--- src/rtl/decoder_3to8_if.sv ---
// Purpose : select-code / decoded-output bundle for the registered 3-to-8 decoder.
// Ports   : in_1 (select MSB), in_2, in_3 (select LSB) from master; out[7:0] one-hot from slave.
// Latency/backpressure: none at this level; no handshake, a new code every cycle.
interface decoder_3to8_if;

  logic       in_1;  // select bit 2 (MSB)
  logic       in_2;  // select bit 1
  logic       in_3;  // select bit 0 (LSB)
  logic [7:0] out;   // registered decoded lines

  // Master: whoever supplies the select code and consumes the decoded lines.
  modport master (
    output in_1,
    output in_2,
    output in_3,
    input  out
  );

  // Slave: the decoder itself.
  modport slave (
    input  in_1,
    input  in_2,
    input  in_3,
    output out
  );

endinterface

--- src/rtl/decoder_3to8.sv ---
// Purpose : registered 3-to-8 line decoder, sel = {in_1,in_2,in_3} asserts out[sel].
// Latency : 1 sys_clk cycle from sampled inputs to out; reset (sync, active-high) wins.
// Backpressure: none; accepts a code and updates out on every rising edge.
//
// Ports:
//   sys_clk  in  1  rising-edge clock
//   sys_rst  in  1  synchronous active-high reset, drives out to "no line selected"
//   dec_if   slave modport of decoder_3to8_if (in_1/in_2/in_3 in, out[7:0] out)
//
// Build option DECODER_ACTIVE_LOW_EN: when defined, out is active-low
// (74HC138 style, out = ~onehot) and resets to 8'hFF; otherwise active-high
// one-hot with reset value 8'h00. The inversion sits in front of the
// register so latency does not change.
module decoder_3to8 (
  input  logic            sys_clk,
  input  logic            sys_rst,
  decoder_3to8_if.slave   dec_if
);

`ifdef DECODER_ACTIVE_LOW_EN
  localparam logic [7:0] OUT_RST_VAL = 8'hFF;
`else
  localparam logic [7:0] OUT_RST_VAL = 8'h00;
`endif

  logic [2:0] sel;
  logic [7:0] onehot;
  logic [7:0] out_d;
  logic [7:0] out_q;

  assign sel = {dec_if.in_1, dec_if.in_2, dec_if.in_3};

  // Full case table. The default arm only matters for X/Z selects, where no
  // line should be driven active; it yields the same "nothing selected"
  // pattern as reset.
  always_comb begin
    onehot = 8'h00;
    case (sel)
      3'b000:  onehot = 8'b0000_0001;
      3'b001:  onehot = 8'b0000_0010;
      3'b010:  onehot = 8'b0000_0100;
      3'b011:  onehot = 8'b0000_1000;
      3'b100:  onehot = 8'b0001_0000;
      3'b101:  onehot = 8'b0010_0000;
      3'b110:  onehot = 8'b0100_0000;
      3'b111:  onehot = 8'b1000_0000;
      default: onehot = 8'h00;
    endcase
  end

  // Polarity applied before the register so both builds share one flop stage.
  always_comb begin
`ifdef DECODER_ACTIVE_LOW_EN
    out_d = ~onehot;
`else
    out_d = onehot;
`endif
  end

  // Reset value is intentionally not the 000 decode: downstream chip-selects
  // must all be inactive while in reset.
  always_ff @(posedge sys_clk) begin
    if (sys_rst) begin
      out_q <= OUT_RST_VAL;
    end else begin
      out_q <= out_d;
    end
  end

  assign dec_if.out = out_q;

  // Active-high view of the registered output, used only by the check below.
  logic [7:0] out_ah;
`ifdef DECODER_ACTIVE_LOW_EN
  assign out_ah = ~out_q;
`else
  assign out_ah = out_q;
`endif

  // Any edge taken out of reset must leave exactly one line selected.
  a_onehot_out: assert property (@(posedge sys_clk) !sys_rst |=> $onehot(out_ah));

endmodule

--- src/flat_wrapper.sv ---
// flat-port wrapper written by rule: the top's interface ports become plain ports
module decoder_3to8_flat 
  (sys_clk, sys_rst, dec_if_in_1, dec_if_in_2, dec_if_in_3, dec_if_out);
  decoder_3to8_if dec_if_i ();
  input  logic sys_clk;
  input  logic sys_rst;
  input wire logic [$bits(dec_if_i.in_1)-1:0] dec_if_in_1;
  input wire logic [$bits(dec_if_i.in_2)-1:0] dec_if_in_2;
  input wire logic [$bits(dec_if_i.in_3)-1:0] dec_if_in_3;
  output wire logic [$bits(dec_if_i.out)-1:0] dec_if_out;
  assign dec_if_i.in_1 = dec_if_in_1;
  assign dec_if_i.in_2 = dec_if_in_2;
  assign dec_if_i.in_3 = dec_if_in_3;
  assign dec_if_out = dec_if_i.out;
  decoder_3to8 u_core (.sys_clk(sys_clk), .sys_rst(sys_rst), .dec_if(dec_if_i));
endmodule
--- config.mk ---
export PLATFORM = sky130hd
export DESIGN_NAME = decoder_3to8_flat
export DESIGN_NICKNAME = d
export VERILOG_FILES = /design/src/rtl/decoder_3to8_if.sv /design/src/rtl/decoder_3to8.sv /design/src/flat_wrapper.sv
export SDC_FILE = /design/constraint.sdc
export NUM_CORES = 1
export LEC_CHECK = 0
export CORE_AREA = 2 2 39 41
export CTS_CLUSTER_SIZE = 8
export DETAILED_ROUTE_END_ITERATION = 10
export DIE_AREA = 0 0 41 43
export SYNTH_ARGS = -nofsm -noshare
export SYNTH_HDL_FRONTEND = slang
export SYNTH_SLANG_ARGS = --single-unit
--- constraint.sdc ---
create_clock -name sys_clk -period 0.8 [get_ports sys_clk]
set_input_delay 0.2 -clock sys_clk [delete_from_list [all_inputs] [get_ports sys_clk]]
set_output_delay 0.2 -clock sys_clk [all_outputs]
set_load 0.005 [all_outputs]
==> reports/metrics.yaml <==
outcome:
  status: "finished with violations"
  violations: "setup timing"
critical_path:
  slowest_delay_ns: 0.31
  path_depth: 1
  cp.required_ns: 0.60
  critPathCaptureType: "output port"
  critPathKind: "reg -> out"
  startpoint: "u_core.dec_if.out[5]"
  critPathLaunchType: "register"
  path_delay_family: "flip-flops"
  crit_chain: "buf_6"
  crit_slowest_cell: "dfxtp_2"
  crit_fanout: 1
  endpoint: "dec_if_out[5]"
  path_buf_inv: 1
  cp.arrival_ns: 0.67
die:
  num_io_pins: 13
  die_w_microns: 41
  die_y_microns: 43
  start_util: 0.1745
  coreArea_sq_um: 1384
  fp-row-count: 14
  die_area_sq_um: 1763
global_route:
  grt.met2_usage: 0.1219
  grt_max_degree: 9
  top_usage_layer: "met2"
  grt_pass1_wl_microns: 979
  gr-usage-met1: 0.09508
  grt_util_met3: 0.05759
  grt_pass1_vias: 208
  gr-total-overflow: 0
  antenna_found_initial: 0
  grt_usage: 0.08889
route:
  routed_wl_microns: 586
  vias: 196
  wl_per_cell_microns: 12.47
  ant_nets: 0
  drt-initial-drc-count: 0
  drc: 0
  routed_via_density: 4.170
  drt_pass1_iterations: 1
finish:
  diodes: 0
  fillers: 147
  layout-drive-gt1-share: 0.7097
  nets: 38
  layout_common_cells: "dlygate4sd2_1 (4), buf_6 (4), buf_2 (4), dfxtp_2 (4), dfxtp_1 (4)"
  fin_util: 0.2948
  area_growth_pct: 68.91
  largest_reg_flops: 8
synthesis:
  ys_seq_elements: 8
  yosysSeqAreaShare: 0.6632
  yosys.area.top_type: "dfxtp_1"
  syn_area_sq_um: 241.5
  yosysUniqueCellTypes: 5
  postSynthAreaPerCell_sq_um: 15.09
  synthCells: 16
  synth.area.top_cells: "dfxtp_1 (66%), and4bb_2 (16%), nor4b_1 (11%)"
  ys.warnings.count: 0
  syn-num-nets: 21
  synth.top_cell.area_share: 0.6632
timing:
  hold_viol_final: 0
  slew_headroom: 0.8067
  rsz0062_at_grt: "yes"
  drv_slew: 0
  finalSetupViolations: 8
  worst_pin_slew_ns: 0.2900
  fmax_mhz: 1150
  final.min_clock_period_ns: 0.8693
  post-route-period-util: 1.087
  fin_ws_ns: -0.06931
power:
  vdd_ir_drop_max_uv: 957.1
  power_uw: 779.1
  powerDensity_nw_per_um2: 1910
  leakage_uw: 0.0001723
placement:
  gp_congestion: 0.7335
  portBuffers: 12
  dp_hpwl_microns: 411.4
  dp_worst_setup_slack_ns: -0.4131
cts:
  cts-root-buf: "clkbuf_4"
  cts_buffers: 3
  clockBufferDepth: 2
  cts_tree: "yes"
  cts_sinks: 8
  clkTransAtPathRegs_ns: 0.05
  htree_levels: 1
job:
  drv_cap: 0
hold_path:
  hold_class: "in -> reg"
synth_stat cells:
library cell  count
nor4b_1           3
dfxtp_1           8
and4bb_2          3
and4b_2           1
nor4_1            1
worst min-delay path by stage:
stage / from / endpoint / slack (ns) / depth (start not counted)
2_1_floorplan: dec_if_in_3 / u_core.dec_if.out[0] / 0.27 / 1
3_3_place_gp: dec_if_in_3 / u_core.dec_if.out[0] / 0.88 / 2
3_5_place_dp: u_core.dec_if.out[7] / dec_if_out[7] / 0.91 / 1
4_1_cts: dec_if_in_2 / u_core.dec_if.out[4] / 0.41 / 2
5_1_grt: dec_if_in_3 / u_core.dec_if.out[4] / 0.46 / 2
6_report: dec_if_in_3 / u_core.dec_if.out[4] / 0.44 / 2
kinds of logic (layout without fill, tap and decap cells):
family / Yosys count / after routing / synth area share
flip-flops: 8 / 8 / 0.6632
buffers and inverters: 0 / 15 / 0
AND/OR/NAND/NOR: 8 / 8 / 0.3368
power breakdown:
group | total [uW] | switching [uW] | leakage, uW | internal (uW)
Combinational | 68.1 | 31.2 | 0.0000916 | 36.8
Clock | 296 | 126 | 0.0000138 | 171
Sequential | 415 | 3.60 | 0.0000669 | 411
Total | 779 | 160 | 0.000172 | 619
cell type report:
class,instances,area [sq um],share of cell area
Multi-Input combinational cell,8,100.1,0.2454
Tap cell,16,20.02,0.04908
Timing Repair Buffer,12,100.1,0.2454
Clock buffer,3,22.52,0.05521
Sequential cell,8,165.2,0.4049
stage by stage:
step | hold WS, ns | TNS, ns | area [sq um] | instances
2_1_floorplan | 0.2717 | 0 | 241.5 | 16
3_3_place_gp | 0.8846 | -4.058 | 381.6 | 44
3_5_place_dp | 0.9064 | -4.511 | 381.6 | 44
4_1_cts | 0.4068 | -0.6007 | 374.1 | 47
5_1_grt | 0.4567 | -0.7171 | 407.9 | 47
6_report | 0.4389 | -0.4783 | 407.9 | 47
per-layer routing:
layer / wire length (microns) / vias up
met5: 0 / -
met4: 0 / 0
met3: 84 / 0
met2: 276 / 15
met1: 224 / 85
li1: - / 96
repair_timing:
action                     4_1_cts  5_1_grt
buffers inserted                 0        0
gates resized for setup         40        7
setup endpoints to repair       16        9
hold buffers                     0        0
No activity file was read; power rests on OpenSTA's default activity.
